**src/rtl/proc_pkg.sv**
```systemverilog
// Shared definitions for the proc instruction sequencer: opcodes, field positions
// of the 16-bit instruction word, and the sequencer FSM state type.
package proc_pkg;

  localparam int INSTR_W = 16;

  localparam int OP_MSB = 15;
  localparam int OP_LSB = 12;
  localparam int A_MSB  = 11;
  localparam int A_LSB  = 8;
  localparam int B_MSB  = 7;
  localparam int B_LSB  = 4;
  localparam int C_MSB  = 3;
  localparam int C_LSB  = 0;

  localparam logic [3:0] OP_HALT  = 4'h0;
  localparam logic [3:0] OP_STORE = 4'h1;
  localparam logic [3:0] OP_LOAD  = 4'h2;
  localparam logic [3:0] OP_PRINT = 4'hF;

  typedef enum logic [2:0] {
    S_IDLE,
    S_FETCH,
    S_ISSUE,
    S_COMPLETE,
    S_HALTED
  } seq_state_e;

  function automatic logic [3:0] op_of(input logic [INSTR_W-1:0] w);
    return w[OP_MSB:OP_LSB];
  endfunction

endpackage

```
**src/rtl/prog_mem.sv**
```systemverilog
// Program store: 2**AW words, synchronous write, asynchronous read so FETCH
// sees the addressed word in the same cycle.
module prog_mem #(
  parameter int AW = 4,
  parameter int DW = 16
) (
  input  logic          clk,
  input  logic          we,
  input  logic [AW-1:0] waddr,
  input  logic [DW-1:0] wdata,
  input  logic [AW-1:0] raddr,
  output logic [DW-1:0] rdata
);

  logic [DW-1:0] mem [2**AW];

  always_ff @(posedge clk) begin
    if (we) mem[waddr] <= wdata;
  end

  assign rdata = mem[raddr];

endmodule

```
**src/rtl/proc_sequencer.sv**
```systemverilog
// Autonomous initiator for the multicycle proc core: fetches words from a
// loadable store, runs them one at a time over Run/Done and captures PRINT
// results. Define PROC_SEQ_TIMEOUT_EN to enable the ISSUE timeout / Error flag.
module proc_sequencer
  import proc_pkg::*;
#(
  parameter int AW          = 4,
  parameter int TIMEOUT_CYC = 64
) (
  input  logic               Clock,
  input  logic               Reset,
  input  logic               LoadEn,
  input  logic [AW-1:0]      LoadAddr,
  input  logic [INSTR_W-1:0] LoadData,
  input  logic               Start,
  output logic [INSTR_W-1:0] ProcInput,
  output logic               ProcRun,
  input  logic               ProcDone,
  input  logic [INSTR_W-1:0] ProcOutput,
  output logic [INSTR_W-1:0] Result,
  output logic               ResultValid,
  output logic               Busy,
  output logic               Finished,
  output logic [AW-1:0]      Pc,
  output logic               Error
);

  if (TIMEOUT_CYC < 1) begin : g_bad_cfg
    $error("proc_sequencer: TIMEOUT_CYC must be at least 1");
  end

  seq_state_e         state, state_nxt;
  logic [INSTR_W-1:0] rd_word;
  logic               wr_en;
  logic               done_q;
  logic               done_rise;
  logic               last_pc;
  logic               timeout;

  // Writes are only accepted while nothing is executing.
  assign wr_en = LoadEn && (state == S_IDLE || state == S_HALTED);

  prog_mem #(
    .AW (AW),
    .DW (INSTR_W)
  ) u_mem (
    .clk   (Clock),
    .we    (wr_en),
    .waddr (LoadAddr),
    .wdata (LoadData),
    .raddr (Pc),
    .rdata (rd_word)
  );

  // A Done level already high when ISSUE is entered must not complete it.
  assign done_rise = ProcDone && !done_q;
  assign last_pc   = (Pc == {AW{1'b1}});

`ifdef PROC_SEQ_TIMEOUT_EN
  localparam int CW = $clog2(TIMEOUT_CYC + 1);

  logic [CW-1:0] wait_cnt;
  logic          err_q;

  always_ff @(posedge Clock) begin
    if (Reset)                 wait_cnt <= '0;
    else if (state != S_ISSUE) wait_cnt <= '0;
    else                       wait_cnt <= wait_cnt + CW'(1);
  end

  assign timeout = (state == S_ISSUE) && !done_rise &&
                   (wait_cnt == CW'(TIMEOUT_CYC - 1));

  always_ff @(posedge Clock) begin
    if (Reset)        err_q <= 1'b0;
    else if (timeout) err_q <= 1'b1;
  end

  assign Error = err_q;
`else
  assign timeout = 1'b0;
  assign Error   = 1'b0;
`endif

  always_ff @(posedge Clock) begin
    if (Reset) state <= S_IDLE;
    else       state <= state_nxt;
  end

  always_comb begin
    state_nxt = state;
    unique case (state)
      S_IDLE:     if (Start) state_nxt = S_FETCH;
      S_FETCH:    state_nxt = (op_of(rd_word) == OP_HALT) ? S_HALTED : S_ISSUE;
      S_ISSUE: begin
        if (done_rise)    state_nxt = S_COMPLETE;
        else if (timeout) state_nxt = S_HALTED;
      end
      S_COMPLETE: state_nxt = last_pc ? S_HALTED : S_FETCH;
      S_HALTED:   if (Start) state_nxt = S_FETCH;
      default:    state_nxt = S_IDLE;
    endcase
  end

  always_comb begin
    ProcRun  = 1'b0;
    Busy     = 1'b0;
    Finished = 1'b0;
    unique case (state)
      S_FETCH, S_COMPLETE: Busy = 1'b1;
      S_ISSUE: begin
        Busy    = 1'b1;
        ProcRun = 1'b1;
      end
      S_HALTED: Finished = 1'b1;
      default: ;
    endcase
  end

  // ProcInput holds the issued word through COMPLETE so its opcode selects capture.
  always_ff @(posedge Clock) begin
    if (Reset) begin
      Pc          <= '0;
      ProcInput   <= '0;
      Result      <= '0;
      ResultValid <= 1'b0;
      done_q      <= 1'b0;
    end else begin
      done_q      <= ProcDone;
      ResultValid <= 1'b0;
      unique case (state)
        S_IDLE, S_HALTED: if (Start) Pc <= '0;
        S_FETCH: if (op_of(rd_word) != OP_HALT) ProcInput <= rd_word;
        S_COMPLETE: begin
          if (op_of(ProcInput) == OP_PRINT) begin
            Result      <= ProcOutput;
            ResultValid <= 1'b1;
          end
          if (!last_pc) Pc <= Pc + AW'(1);
        end
        default: ;
      endcase
    end
  end

endmodule
```
**config.mk**
```make
export PLATFORM = sky130hd
export DESIGN_NAME = proc_sequencer
export DESIGN_NICKNAME = d
export VERILOG_FILES = /design/src/rtl/proc_pkg.sv /design/src/rtl/prog_mem.sv /design/src/rtl/proc_sequencer.sv
export SDC_FILE = /design/constraint.sdc
export NUM_CORES = 1
export LEC_CHECK = 0
export BUFFER_PORTS_ARGS = -buffer_cell sky130_fd_sc_hd__buf_2
export CORE_MARGIN = 8
export CORE_UTILIZATION = 30
export CTS_BUF_LIST = sky130_fd_sc_hd__clkbuf_8
export CTS_CLUSTER_DIAMETER = 40
export CTS_CLUSTER_SIZE = 30
export DETAILED_ROUTE_END_ITERATION = 8
export PLACE_DENSITY = 0.59
export SKIP_LAST_GASP = 1
export SYNTH_ARGS = -nofsm -noshare
export SYNTH_HDL_FRONTEND = slang
export SYNTH_SLANG_ARGS = --single-unit
```
**constraint.sdc**
```tcl
create_clock -name Clock -period 2.4 [get_ports Clock]
set_input_delay 0.48 -clock Clock [delete_from_list [all_inputs] [get_ports Clock]]
set_output_delay 0.48 -clock Clock [all_outputs]
set_load 0.005 [all_outputs]
```
==> results of run 1 <==
[logic make-up (layout without fill, tap and decap cells)]
kind of cell / after synthesis / count (layout) / synth area share
flops: 301 / 301 / 0.745
simple gates: 111 / 111 / 0.0483
mux: 92 / 92 / 0.150
compound gates: 56 / 56 / 0.0397
buf+inv: 32 / 196 / 0.0151
fa+ha+maj: 1 / 1 / 0.00108
other cells: 1 / 2 / 0.000325
xor+xnor: 1 / 1 / 0.000760
[worst register-to-register path: cells and delay by family (launching register included)]
| kind | cells | cell delay [ns] |
|---|---|---|
| compound gates | 4 | 0.75 |
| buf+inv | 3 | 0.49 |
| mux | 1 | 0.49 |
| flops | 1 | 0.39 |
| simple gates | 1 | 0.16 |
[timing repair]
item | 4_1_cts | 5_1_grt
cloned | 0 | 4
pin swaps | 0 | 8
setup endpoints to repair | 7 | 14
resized for setup | 0 | 13
buffers inserted | 2 | 2
[through the flow]
stage,TNS [ns],setup slack [ns],total power (W),cell area [sq um]
2_1_floorplan,0,0.0262,0.00612,11500
3_3_place_gp,0,0.0220,0.00635,12900
3_5_place_dp,-0.272,-0.0312,0.00636,12900
4_1_cts,0,0.0345,0.0101,13700
5_1_grt,-0.650,-0.0505,0.0104,13800
6_report,0,0.00704,0.0100,13900
[registers in the layout (all words and copies together), names as in the netlist, named ones only]
signal       cells
ResultValid      1
Result          16
Pc               4
done_q           1
state            3
ProcInput       16
u_mem.mem      256
[worst paths after layout]
kind	depth (start not counted)	to	slack [ns]	start
min	2	done_q$_SDFF_PP0_	0.17	ProcDone
max	9	ProcInput[3]$_SDFFE_PP0P_	0.007	register
max reg2reg	9	ProcInput[3]$_SDFFE_PP0P_	0.007	register
min reg2reg	2	ProcInput[0]$_SDFFE_PP0P_	0.46	ProcInput[0]$_SDFFE_PP0P_
[layer usage]
metal  vias to the layer above  GRT usage
met5                         -          0
met4                         2     0.0343
met3                        42     0.0264
met2                       175      0.188
met1                      3131      0.151
li1                       2690          -
[final cells by class]
| cell class | instances | share of cell area |
|---|---|---|
| diodes | 1 | 0.000181 |
| clock buffers | 37 | 0.0368 |
| flip-flops and latches | 301 | 0.621 |
| inverters | 3 | 0.000813 |
| multi-input cells | 262 | 0.207 |
| well taps | 518 | 0.0468 |
| clock inverters | 29 | 0.0178 |
| repair buffers | 127 | 0.0698 |
[cells in the final DEF, fill, tap and decap left out, types with 8 or more instances in the layout]
cell / count
a211o_1: 12
a211oi_1: 13
a21oi_2: 10
buf_12: 12
buf_2: 80
buf_4: 29
clkbuf_8: 37
clkinv_2: 8
dfxtp_1: 42
edfxtp_1: 256
inv_6: 10
mux2i_1: 28
mux4_2: 63
nand2_1: 13
nand2_2: 10
nor2_1: 22
nor2_2: 13
nor2b_1: 16
[where the power goes]
group / internal (W) / switching (W)
logic: 0.000210 / 0.000297
registers: 0.00574 / 0.0000382
clock network: 0.00169 / 0.00206
total: 0.00764 / 0.00239
==> summary.txt, run 1 <==
Global routing
  – Vias in the first global route: 6,179
  – First-pass GRT wire length: 38,900 um
  – Initial antenna violation count: 2
  – Largest net degree at the start of global routing: 29
  – GRT Total Usage: 0.115
  – Total gr overflow: 0

Job
  – Max cap viols: 0

Power and ir drop
  – Pwr dens: 724 nW/um^2
  – Maximum vdd drop: 0.000340 V
  – Lkg Pwr: 4.44 nW

Logic synthesis
  – Synth Warn #: 0
  – Cell accounting for the most synthesized area: edfxtp_1
  – Largest cells by area after synthesis: edfxtp_1 (67%), mux4_2 (12%), dfxtp_1 (7.8%), mux2i_1 (2.4%), nor2_1 (1.1%)
  – Synthesized area per cell: 19.4 sq um
  – Synthesized cell area: 11,500 sq um
  – Syn nets: 637
  – Synth top cells by count: edfxtp_1 (256), mux4_2 (62), dfxtp_1 (45), nor2_1 (35), mux2i_1 (28)
  – Synth cell types: 42
  – EDFF count, synth: 256
  – Post-synth top area share: 0.667
  – Syn Inst Count: 595
  – Ys async rst share: 0
  – Ys flop type: edfxtp_1
  – Sequential share of the synthesized area: 0.745
  – Flops & latches, synth: 301
  – Most frequent cell after synthesis: edfxtp_1

Route
  – Vias per cell: 4.73
  – DR vias: 6,040
  – DRT iter0 DRCs: 443
  – Metal3 WL: 1800 um
  – WL per Instance: 20.7 um
  – Met1 WL: 11,600 um
  – Final wirelength: 26,500 um
  – Drc violations: 0
  – Top routing layer in use: met5
  – First drt pass iteration count: 4
  – Post-route ant nets: 0
  – DR WL met2: 12,600 um

Floorplanning
  – Core box area: 38,300 sq um
  – Die Area: 45,000 sq um
  – Die height: 212 um
  – Initial Utilization: 0.301
  – Die span in x: 212 um
  – Row count: 72
  – Io pins: 82

Run status
  – Status: finished clean

Clocking
  – Clk buf depth: 3
  – CTS Sinks: 301
  – CTS Hold Buffers Added: 0
  – Clock buffer count from CTS: 36
  – Root buf cell: clkbuf_8
  – Clk slew on worst S/H paths: 0.09 ns
  – H-tree Lvls: 2
  – Latest clock arrival within the worst-skew pair: 0.57 ns
  – TritonCTS clock tree: built

Critical path
  – Worst endpoint data arrival time: 2.83 ns
  – Max incr delay on CP: 0.49 ns
  – Worst-path fanout max: 6
  – CP bufs+invs: 3
  – CP Capture Type: register
  – Worst setup SP type: register
  – CP max-delay cell: mux4_2
  – CP Cell Sequence: buf_12, mux4_2, a22oi_1, nand3_2, o41ai_4, buf_6, clkbuf_16, a211o_1, a21oi_1
  – Critical Path RT: 2.84 ns
  – CP delay by family, top: compound AO/OA/AOI/OAI gates
  – CP Class: register to register

Place
  – Detail Placement HPWL: 15,500 um
  – Inst Count DP: 1,203
  – PortBufs: 80
  – Routability congestion estimate from global placement: 0.724

Timing
  – Unrepaired setup endpoints after global routing: true
  – Period Utilization, post-route: 0.997
  – Slew Viols, Final: 0
  – Clock Skew: 0.0376 ns
  – Final Hold Vio Count: 0
  – Fmax: 418 MHz
  – Worst slew pin tran: 0.716 ns
  – Hold Slack: 0.168 ns
  – Final min period: 2.39 ns
  – Worst rel slew slack: 0.518
  – Setup-failing EPs final: 0

Cells and area
  – Filler cells: 3,569
  – Synth-to-Final Area Change: 20.1%
  – Share of layout cells above drive strength 1: 0.403
  – Area of the multi-input gates: 2870 sq um
  – Finished Layout Cells: 1,278
  – Register Area: 8590 sq um
  – Layout Utilization: 0.362
  – Layout Nets: 773

Min path
  – Hold Crit Class: input port to register
No activity file was read; power rests on OpenSTA's default activity.
==> run 2: changes to the inputs <==
--- a/config.mk
+++ b/config.mk
@@ -5,14 +5,16 @@
 export SDC_FILE = /design/constraint.sdc
 export NUM_CORES = 1
 export LEC_CHECK = 0
-export BUFFER_PORTS_ARGS = -buffer_cell sky130_fd_sc_hd__buf_2
+export CELL_PAD_IN_SITES_DETAIL_PLACEMENT = 1
+export CELL_PAD_IN_SITES_GLOBAL_PLACEMENT = 2
 export CORE_MARGIN = 8
 export CORE_UTILIZATION = 30
 export CTS_BUF_LIST = sky130_fd_sc_hd__clkbuf_8
 export CTS_CLUSTER_DIAMETER = 40
 export CTS_CLUSTER_SIZE = 30
 export DETAILED_ROUTE_END_ITERATION = 8
-export PLACE_DENSITY = 0.59
+export DONT_BUFFER_PORTS = 1
+export PLACE_DENSITY_LB_ADDON = 0.25
 export SKIP_LAST_GASP = 1
 export SYNTH_ARGS = -nofsm -noshare
 export SYNTH_HDL_FRONTEND = slang
==> summary.txt, run 2 (same netlist as run 1, synthesis figures left out) <==
Run status
  – Status: finished, violations left
  – Failing checks: hold timing, setup timing

Timing
  – Unrepaired setup endpoints after global routing: true
  – Clock Skew: 0.0205 ns
  – Slew Viols, Final: 0
  – Period Utilization, post-route: 1.01
  – TNS Setup: -0.0441 ns
  – Fmax: 414 MHz
  – Worst slew pin tran: 0.780 ns
  – Setup-failing EPs final: 6
  – Worst setup margin: -0.0165 ns
  – Hold Slack: -0.00159 ns
  – Final Hold Vio Count: 2
  – Final min period: 2.42 ns
  – Worst rel slew slack: 0.466

Clocking
  – Clock buffer count from CTS: 39
  – TritonCTS clock tree: built
  – CTS Hold Buffers Added: 38
  – Root buf cell: clkbuf_8
  – CTS Sinks: 301
  – Latest clock arrival within the worst-skew pair: 0.56 ns
  – Clk slew on worst S/H paths: 0.09 ns
  – H-tree Lvls: 2
  – Clk buf depth: 3

Floorplanning
  – Die Area: 45,000 sq um
  – Die height: 212 um
  – Io pins: 82
  – Row count: 72
  – Initial Utilization: 0.301
  – Core box area: 38,300 sq um
  – Die span in x: 212 um

Critical path
  – Worst setup SP type: register
  – Worst endpoint data arrival time: 2.86 ns
  – Critical Path RT: 2.84 ns
  – Worst-path fanout max: 7
  – CP Capture Type: register
  – CP Class: register to register

Power and ir drop
  – Logic pwr share: 0.049
  – Clock share of power: 0.379
  – Switching Fraction: 0.241
  – Pint: 0.00769 W
  – Maximum vdd drop: 0.000301 V
  – Lkg Pwr: 4.32 nW
  – Pwr dens: 720 nW/um^2
  – Flop pwr share: 0.572
  – Net load switching power: 0.00244 W

Global routing
  – GR Util met1: 0.166
  – Met2 Usage GRT: 0.212
  – Met3 Usage GRT: 0.0349
  – GRT Total Usage: 0.129
  – Vias in the first global route: 6,498
  – Largest net degree at the start of global routing: 44
  – First-pass GRT wire length: 42,900 um
  – Initial antenna violation count: 3
  – Grt peak-use layer: met2
  – Total gr overflow: 0

Route
  – DR vias: 5,858
  – DRT iter0 DRCs: 345
  – Drc violations: 0
  – Vias per cell: 4.71
  – First drt pass iteration count: 4
  – WL per Instance: 23.2 um
  – Post-route ant nets: 0
  – Final wirelength: 28,900 um

Place
  – Detail Placement HPWL: 16,500 um
  – Cell Area, Placed: 12,600 sq um
  – PortBufs: 0
  – Routability congestion estimate from global placement: 0.723

Cells and area
  – Most common cell after layout, fill and taps aside: edfxtp_1
  – Most frequent cells in the layout: edfxtp_1 (256), mux4_2 (63), dfxtp_1 (42), clkbuf_8 (41), dlygate4sd3_1 (38)
  – Share of layout cells above drive strength 1: 0.322
  – Largest regs: u_mem.mem (256), ProcInput (16), Result (16)
  – Area of the multi-input gates: 2900 sq um
  – Largest register FFs: 256
  – Synth-to-Final Area Change: 22.0%
  – Filler cells: 3,758
  – Most flops, register: u_mem.mem
  – Post-route cell area: 14,100 sq um
  – Register Area: 8590 sq um
  – Layout Nets: 733
  – Layout Utilization: 0.367

Min path
  – Hold Crit Class: input port to register

Job
  – Max cap viols: 0
==> run 2: cell count changes in the layout (fill, tap and decap cells not counted), sizes merged <==
cell / previous run / this run
clkinvlp: 3 / 4
buf: 124 / 46
clkbuf: 40 / 41
bufinv: 1 / 0
diode: 1 / 4
dlygate4sd3: 0 / 38
inv: 17 / 18
==> run 2: critical path: stages (launching register included) <==
cell and delay, ns:
dfxtp_4 0.37, buf_12 0.14, buf_12 0.12, mux4_2 0.51
nand3_4 0.12, nand3_4 0.10, o41ai_4 0.33, buf_4 0.17
buf_6 0.13, buf_12 0.14, a211o_1 0.12, a21oi_2 0.05
==> run 2: worst paths after layout <==
kind	from	end	slack [ns]	cells after the start
setup reg to reg	register	ProcInput[6]$_SDFFE_PP0P_	-0.02	11
hold reg to reg	ProcInput[4]$_SDFFE_PP0P_	ProcInput[4]$_SDFFE_PP0P_	0.50	2
hold / removal	Reset	ProcInput[1]$_SDFFE_PP0P_	-0.002	1
setup / recovery	register	ProcInput[6]$_SDFFE_PP0P_	-0.02	11
==> run 2: per-stage QoR <==
stage,total power (W),setup WS [ns],instances
floorplan,0.00612,0.0262,595
global placement,0.00625,0.0284,1116
detailed placement,0.00626,-0.0353,1116
CTS,0.0103,-0.0631,1237
global route,0.0105,-0.0906,1242
finish,0.0101,-0.0165,1243
==> run 2: cell type report <==
class | instances | area share
antenna | 4 | 0.000711
timing repair buffer | 84 | 0.0789
clock inverter | 30 | 0.0161
multi-input combinational | 262 | 0.206
inverter | 3 | 0.000800
sequential | 301 | 0.611
tap | 518 | 0.0461
clock buffer | 41 | 0.0401
==> run 2: power by group through the flow <==
stage / Sequential [W] / Combinational [W] / Clock [W]
final: 0.00579 / 0.000501 / 0.00384
after global routing: 0.00581 / 0.000541 / 0.00417
after CTS: 0.00580 / 0.000512 / 0.00398
after detailed placement: 0.00592 / 0.000340 / 0
after global placement: 0.00591 / 0.000332 / 0
after floorplan: 0.00589 / 0.000230 / 0
==> run 2: metal layers <==
layer  wire length, um  part of all wire
met1             12500              0.43
met2             13800              0.48
met3              2060             0.071
met4               522             0.018
met5                 0                 0
==> run 2: timing repair <==
item,4_1_cts,5_1_grt
cloned,3,0
pin swaps,9,20
buffers inserted,9,3
setup endpoints to repair,14,35
hold endpoints to repair,293,15
gates resized for setup,22,14
